`config.mk`:
```
export PLATFORM = sky130hd
export DESIGN_NAME = uart_rx_deserializer
export DESIGN_NICKNAME = d
export VERILOG_FILES = /design/src/rtl/uart_rx_deserializer.sv
export SDC_FILE = /design/constraint.sdc
export NUM_CORES = 1
export LEC_CHECK = 0
export CAP_MARGIN = 20
export CORE_MARGIN = 3
export CORE_UTILIZATION = 30
export DETAILED_ROUTE_END_ITERATION = 16
export DONT_BUFFER_PORTS = 1
export PLACE_DENSITY_LB_ADDON = 0.2
export SYNTH_ARGS = -nofsm -noshare
export SYNTH_HDL_FRONTEND = slang
export SYNTH_SLANG_ARGS = --single-unit
```
`constraint.sdc`:
```
create_clock -name clk -period 2.2 [get_ports clk]
set_input_delay 0.44 -clock clk [delete_from_list [all_inputs] [get_ports clk]]
set_output_delay 0.44 -clock clk [all_outputs]
set_load 0.01 [all_outputs]
```
`src/rtl/uart_rx_deserializer.sv`:
```
// Oversampling UART receive front end (8N1, 8E1/8O1 with UART_RX_PARITY_EN defined).
// rcving rises once the start bit is confirmed at mid-bit and falls with done_rcving.
//
// state    | meaning
// IDLE     | line idle, waiting for sin_s low
// START    | start edge seen, waiting for mid-bit recheck
// DATA     | sampling data bits at mid-bit, LSB first
// PARITY   | sampling the parity bit (UART_RX_PARITY_EN only)
// STOP     | sampling the stop bit
// BRK_WAIT | stop bit was low, waiting for the line to return high
module uart_rx_deserializer #(
    parameter int DATA_BITS  = 8,
    parameter int OVERSAMPLE = 16,
    parameter int DIV_W      = 16
) (
    input  logic                 clk,
    input  logic                 rst,
    input  logic [DIV_W-1:0]     baud_div,
    input  logic                 sin,
`ifdef UART_RX_PARITY_EN
    input  logic                 parity_odd,
`endif
    output logic [DATA_BITS-1:0] rx_data,
    output logic                 rcving,
    output logic                 done_rcving,
    output logic                 framing_err
`ifdef UART_RX_PARITY_EN
    ,
    output logic                 parity_err
`endif
);

    localparam int SAMP_W = $clog2(OVERSAMPLE);
    localparam int BIT_W  = $clog2(DATA_BITS);
    localparam logic [SAMP_W-1:0] SAMP_MID = SAMP_W'(OVERSAMPLE / 2 - 1);
    localparam logic [SAMP_W-1:0] SAMP_END = SAMP_W'(OVERSAMPLE - 1);
    localparam logic [BIT_W-1:0]  BIT_LAST = BIT_W'(DATA_BITS - 1);

    typedef enum logic [2:0] {
        IDLE     = 3'd0,
        START    = 3'd1,
        DATA     = 3'd2,
        STOP     = 3'd3,
`ifdef UART_RX_PARITY_EN
        PARITY   = 3'd5,
`endif
        BRK_WAIT = 3'd4
    } state_t;

    state_t               state;
    logic                 sin_meta;
    logic                 sin_s;
    logic [DIV_W-1:0]     div_cnt;
    logic [DIV_W-1:0]     div_lim;
    logic [SAMP_W-1:0]    samp_cnt;
    logic [BIT_W-1:0]     bit_cnt;
    logic [DATA_BITS-1:0] shift;
    logic                 tick;
`ifdef UART_RX_PARITY_EN
    logic                 par_bit;
`endif

    always_ff @(posedge clk or posedge rst) begin
        if (rst) begin
            sin_meta <= 1'b1;
            sin_s    <= 1'b1;
        end else begin
            sin_meta <= sin;
            sin_s    <= sin_meta;
        end
    end

    // div_lim captures baud_div only at a wrap or a start edge, so a divisor change never splits a tick period
    assign tick = (div_cnt == div_lim);

    always_ff @(posedge clk or posedge rst) begin
        if (rst) begin
            state       <= IDLE;
            div_cnt     <= '0;
            div_lim     <= '0;
            samp_cnt    <= '0;
            bit_cnt     <= '0;
            shift       <= '0;
            rx_data     <= '0;
            rcving      <= 1'b0;
            done_rcving <= 1'b0;
            framing_err <= 1'b0;
`ifdef UART_RX_PARITY_EN
            par_bit     <= 1'b0;
            parity_err  <= 1'b0;
`endif
        end else begin
            done_rcving <= 1'b0;
            framing_err <= 1'b0;
`ifdef UART_RX_PARITY_EN
            parity_err  <= 1'b0;
`endif
            if (tick) begin
                div_cnt <= '0;
                div_lim <= baud_div;
            end else begin
                div_cnt <= div_cnt + 1'b1;
            end

            case (state)
                IDLE: begin
                    if (!sin_s) begin
                        state    <= START;
                        samp_cnt <= '0;
                        div_cnt  <= '0;
                        div_lim  <= baud_div;
                    end
                end
                START: begin
                    if (tick) begin
                        if (samp_cnt == SAMP_MID) begin
                            samp_cnt <= '0;
                            if (sin_s) begin
                                state <= IDLE;
                            end else begin
                                state   <= DATA;
                                bit_cnt <= '0;
                                rcving  <= 1'b1;
                            end
                        end else begin
                            samp_cnt <= samp_cnt + 1'b1;
                        end
                    end
                end
                DATA: begin
                    if (tick) begin
                        if (samp_cnt == SAMP_END) begin
                            samp_cnt <= '0;
                            shift    <= {sin_s, shift[DATA_BITS-1:1]};
                            bit_cnt  <= bit_cnt + 1'b1;
                            if (bit_cnt == BIT_LAST) begin
`ifdef UART_RX_PARITY_EN
                                state <= PARITY;
`else
                                state <= STOP;
`endif
                            end
                        end else begin
                            samp_cnt <= samp_cnt + 1'b1;
                        end
                    end
                end
`ifdef UART_RX_PARITY_EN
                PARITY: begin
                    if (tick) begin
                        if (samp_cnt == SAMP_END) begin
                            samp_cnt <= '0;
                            par_bit  <= sin_s;
                            state    <= STOP;
                        end else begin
                            samp_cnt <= samp_cnt + 1'b1;
                        end
                    end
                end
`endif
                STOP: begin
                    if (tick) begin
                        if (samp_cnt == SAMP_END) begin
                            samp_cnt    <= '0;
                            rx_data     <= shift;
                            done_rcving <= 1'b1;
                            rcving      <= 1'b0;
                            framing_err <= !sin_s;
`ifdef UART_RX_PARITY_EN
                            parity_err  <= ((^shift) ^ par_bit) != parity_odd;
`endif
                            state       <= sin_s ? IDLE : BRK_WAIT;
                        end else begin
                            samp_cnt <= samp_cnt + 1'b1;
                        end
                    end
                end
                BRK_WAIT: begin
                    if (sin_s) begin
                        state <= IDLE;
                    end
                end
                default: begin
                    state  <= IDLE;
                    rcving <= 1'b0;
                end
            endcase
        end
    end

endmodule
```
**After elaboration in Yosys (flattened, before gate mapping)**

Cells that the tools add are included.

- Flip-flop bits (word level): 63
- Output and inout port bits: 11
- Logic and storage cells: 89

- Add/sub/neg operators: 3
- Eq/ne operators: 19
- Mux-type cells: 42
- Bitwise logic cells: 1
- Reductions and logical operators: 12

Operator list:

| operator | count |
|---|---|
| 16-bit 2-to-1 mux | 6 |
| 3-bit 2-to-1 mux | 15 |
| 4-bit 2-to-1 mux | 5 |
| 2-bit inequality test, second input constant | 10 |
| 16-bit by 1-bit adder with 16-bit output, second input constant | 1 |
| 16-bit equality test | 1 |
| 3-bit case mux with 5 select lines | 1 |
| 4-bit case mux with 3 select lines | 1 |
| 6-bit AND reduction | 2 |
| 1-bit 2-to-1 mux | 11 |
| 9-bit AND reduction | 1 |
| 3-bit by 2-bit equality test with 1-bit output, second input constant | 2 |
| 3-bit equality test, second input constant | 2 |
| 3-bit case mux with 2 select lines | 1 |
| 3-bit AND reduction | 2 |
| 4-bit by 1-bit adder with 4-bit output, second input constant | 1 |
| 4-bit by 3-bit equality test with 1-bit output, second input constant | 1 |
| 4-bit equality test, second input constant | 1 |
| 4-bit AND reduction | 1 |
| 3-bit by 1-bit adder with 3-bit output, second input constant | 1 |
| 3-bit by 1-bit equality test with 1-bit output, second input constant | 1 |
| 3-bit zero test | 1 |
| 1-bit case mux with 3 select lines | 1 |
| 3-bit nonzero test | 1 |
| 7 further kinds | 7 |

**Depth between registers and ports, before layout**

- Depth in word-level cells: 5
- Depth in mapped cells: 8
- Mapped depth without buffers: 6

**Worst setup path after synthesis**

No wires, ideal clock.

- Path type: register to register
- Start point: register div_cnt[0]
- End point: register div_lim[10]
- Setup time: 0.125 ns
- Arrival: 1.788 ns
- Data required time: 2.075 ns
- Setup slack: 0.287 ns
- Cell stages (with the launch flop): 8
- Buffers on the path: 2
- Period minus slack after synthesis: 1.913 ns
- Cells stage by stage: dfrtp_1 -> xnor2_1 -> nand4_1 -> nor4_4 -> a21o_2 -> buf_6 -> buf_6 -> mux2_2

- Longest elaborated chain between the ends: 4

Ends and longest elaborated chain:

| what | line | text |
|---|---|---|
| from (decl) | 53 | `logic [DIV_W-1:0] div_cnt;` |
| from (signal assigned) | 102 | `div_cnt <= div_cnt + 1'b1;` |
| 16-bit equality test (*) | 74 | `assign tick = (div_cnt == div_lim);` |
| 16-bit 2-to-1 mux (*) | 98 | `if (tick) begin` |
| 16-bit 2-to-1 mux | 107 | `if (!sin_s) begin` |
| 16-bit 2-to-1 mux (*) | 105 | `case (state)` |
| to (signal assigned) | 100 | `div_lim <= baud_div;` |
| to (signal assigned) | 111 | `div_lim <= baud_div;` |
| to (decl) | 54 | `logic [DIV_W-1:0] div_lim;` |

Every way passes the cells marked *; elsewhere a longest branch is shown, timed or not.
A chain may end at the register's enable or synchronous reset.

**Final worst setup path**

- Start point: register div_cnt[11]
- End point: register rx_data[0]

- Longest elaborated chain between the ends: 2

Ends and longest elaborated chain:

| what | line | text |
|---|---|---|
| 16-bit equality test | 74 |  |
| 3-bit AND reduction (no line) | n/a |  |
| to (signal assigned) | 165 | `rx_data <= shift;` |
| to (decl) | 23 | `output logic [DATA_BITS-1:0] rx_data,` |

Every way passes these cells.

==> results.json <==
{
  "crit_arrival_ns": 2.33,
  "drive_above_1_share_pct": 28.3,
  "r2r_end": "rx_data[0]",
  "path_class": "reg2reg",
  "place_congestion": 0.759,
  "cp-end-kind": "flip-flop",
  "fmax_ghz": 0.475,
  "final_nets": 290,
  "cts_hold_buf": 0,
  "rows": 35,
  "ioPinCount": 30,
  "startpoint": "div_cnt[11]",
  "die_area_um2": 11200,
  "status": "complete, no violations",
  "grt.met1_usage_pct": 14.0,
  "wl_um": 5520,
  "ys_ff_latch": 63,
  "clk_latency_ns": 0.34,
  "core_um2": 9460,
  "synth_most_common_cell": "dfrtp_1",
  "p_leak_nw": 1.52,
  "cp-start-kind": "flip-flop",
  "peakVddDrop_uv": 356,
  "grt.met2_usage_pct": 17.1,
  "synth_top_area_share_pct": 51.0,
  "async_reset_ff_share_pct": 100,
  "clock_sinks": 63,
  "clock_skew_ns": 0.0119,
  "start_util_pct": 31.7,
  "pwr_density_cell_nw_per_um2": 704,
  "ant_nets": 0,
  "grt_usage_pct": 10.9,
  "grtUsageMet3_pct": 3.76,
  "worstReg2RegStart": "div_cnt[11]",
  "num_antenna_cells": 0,
  "numCtsBuffers": 9,
  "placed_area_um2": 3210,
  "period_share_pct": 95.7,
  "syn-num-nets": 273,
  "synthDistinctLibCells": 41,
  "numPortBuffers": 0,
  "final_area_um2": 3420,
  "die_w_um": 106,
  "grt_pass1_vias": 1932,
  "h-tree-depth": 3,
  "drt-vias-per-instance": 4.53,
  "cts.clk_slew.worst_paths_ns": 0.07,
  "dieHeight_um": 106,
  "drc_errors": 0,
  "drt_iter0_markers": 51,
  "grt.overflow.total": 0,
  "area_growth_pct": 14.2,
  "cts_tree": "built",
  "place_hpwl_um": 3790,
  "synth.top_cells.by_count": "61 x dfrtp_1, 33 x mux2_2, 24 x nor2_1, 24 x xnor2_1, 12 x inv_1",
  "total_power_mw": 2.41,
  "ys.flop_type": "dfrtp_1",
  "yosysSeqAreaShare_pct": 52.7,
  "syn_area_per_cell_um2": 12.0,
  "synth_area_leaders": "dfrtp_1 51%, mux2_2 12%, xnor2_1 7.0%",
  "slew_violations": 0,
  "finalHoldViolCount": 0,
  "tightestPinTransition_ns": 0.560,
  "netlist_area_um2": 2990,
  "reg2regPathDepth": 7,
  "worstPathRequired_ns": 2.43,
  "vias": 1816,
  "dp_slack_ns": 0.145,
  "r2r_slack_ns": 0.1,
  "period_needed_ns": 2.10,
  "wl_per_cell_um": 13.8,
  "setup_ws_ns": 0.0956,
  "synth-edff-count": 0,
  "grt_max_degree": 64,
  "grt_first_pass_wirelength_um": 9580,
  "antenna_found_initial": 0,
  "setup_viol": 0,
  "synth_cells": 250,
  "cts_root_buffer": "clkbuf_8",
  "dr.pass1.iters": 5,
  "path_max_fanout": 11,
  "tns_ns": 0,
  "max-slew-margin-rel_pct": 62.3,
  "ys.warnings.count": 0,
  "hp-class": "in2async",
  "yosysTopAreaCell": "dfrtp_1",
  "cts_max_path_buffers": 2,
  "crit_end": "rx_data[0]",
  "max_cap_violations": 0,
  "top_usage_layer": "met2"
}
==> stage by stage <==
| stage | hold WS [ns] | utilization (%) | cells |
|---|---|---|---|
| after floorplan | 0.345 | - | 250 |
| after global placement | 0.348 | 34.0 | 384 |
| after detailed placement | 0.352 | 34.0 | 384 |
| after CTS | 0.0420 | 36.0 | 400 |
| after global routing | 0.0645 | 36.1 | 401 |
| final | 0.0488 | 36.1 | 401 |
==> worst max-delay path, stage by stage, from the launching register on <==
cell and delay (ns):
dfrtp_1 0.42, xnor2_1 0.19, nand4_1 0.20, nor4_4 0.43, buf_4 0.18, nand4_2 0.08, buf_4 0.20, mux2_4 0.30
==> timing repair <==
item,4_1_cts,5_1_grt
gates resized for setup,0,1
endpoints found under the hold margin,0,0
buffers inserted,0,1
setup endpoints to repair,0,1
==> power breakdown <==
part	switching [mW]	internal [mW]
combinational	0.0812	0.0865
clock	0.456	0.519
sequential	0.0534	1.21
total	0.591	1.82
==> layout by cell type, fill, tap and decap left out, drive strengths merged <==
master	netlist	layout
clkinv	0	4
a21boi	1	1
and4	1	1
nand4	8	8
o22ai	1	1
nor3	5	5
and2	2	2
ha	4	4
xor2	8	8
buf	8	15
clkinvlp	0	1
a32o	1	1
a41o	1	1
inv	12	12
nor2	25	25
bufinv	0	1
clkbuf	1	10
nor2b	2	2
mux2i	5	5
dfstp	2	2
and3	3	3
o21ai	4	4
nand3	10	10
nor3b	1	1
a41oi	1	1
dfrtp	61	61
a311oi	1	1
xnor2	24	24
a21o	1	1
mux2	34	34
nor4b	1	1
a21oi	5	5
a31o	1	1
nor4	5	5
nand2	11	11
==> metal layers <==
metal | routed length (um) | part of all wire (%) | vias to the layer above
li1 | - | - | 890
met1 | 2610 | 47 | 885
met2 | 2600 | 47 | 31
met3 | 218 | 4.0 | 10
met4 | 89 | 1.6 | 0
met5 | 0 | 0 | -
==> flip-flops by register name, indices dropped and copies added (netlist names) <==
name	count
bit_cnt	3
div_cnt	16
div_lim	16
done_rcving	1
framing_err	1
rcving	1
rx_data	8
samp_cnt	4
shift	8
sin_meta	1
sin_s	1
state	3
==> final cells by class <==
type                       instances  area [um^2]
clock buffer                      10          128
inverter                          12         45.0
clock inverter                     6         61.3
tap                              129          161
sequential                        63         1580
multi-input combinational        166         1290
timing repair buffer              15          150
fill                             941         6040
==> how the worst min path moves through the flow <==
stage                  start    endpoint  slack, ns  cells past startpoint
detailed placement  sin_meta       sin_s       0.35                      0
global placement    sin_meta       sin_s       0.35                      0
floorplan           sin_meta       sin_s       0.35                      0
CTS                      rst  bit_cnt[1]       0.04                      2
finish                   rst    shift[6]       0.05                      2
global route             rst    shift[6]       0.06                      2
==> kinds of logic after synthesis <==
group / Yosys count / share of synthesized area, %
AOI/OAI and AO/OA: 17 / 3.84
xor gates and xnor gates: 32 / 9.36
adders and majority gates: 4 / 1.67
buffers and inverters: 21 / 4.30
DFF: 63 / 52.7
muxes: 39 / 14.6
and+or+nand+nor: 74 / 13.5
Power figures use the tool's default switching activity.
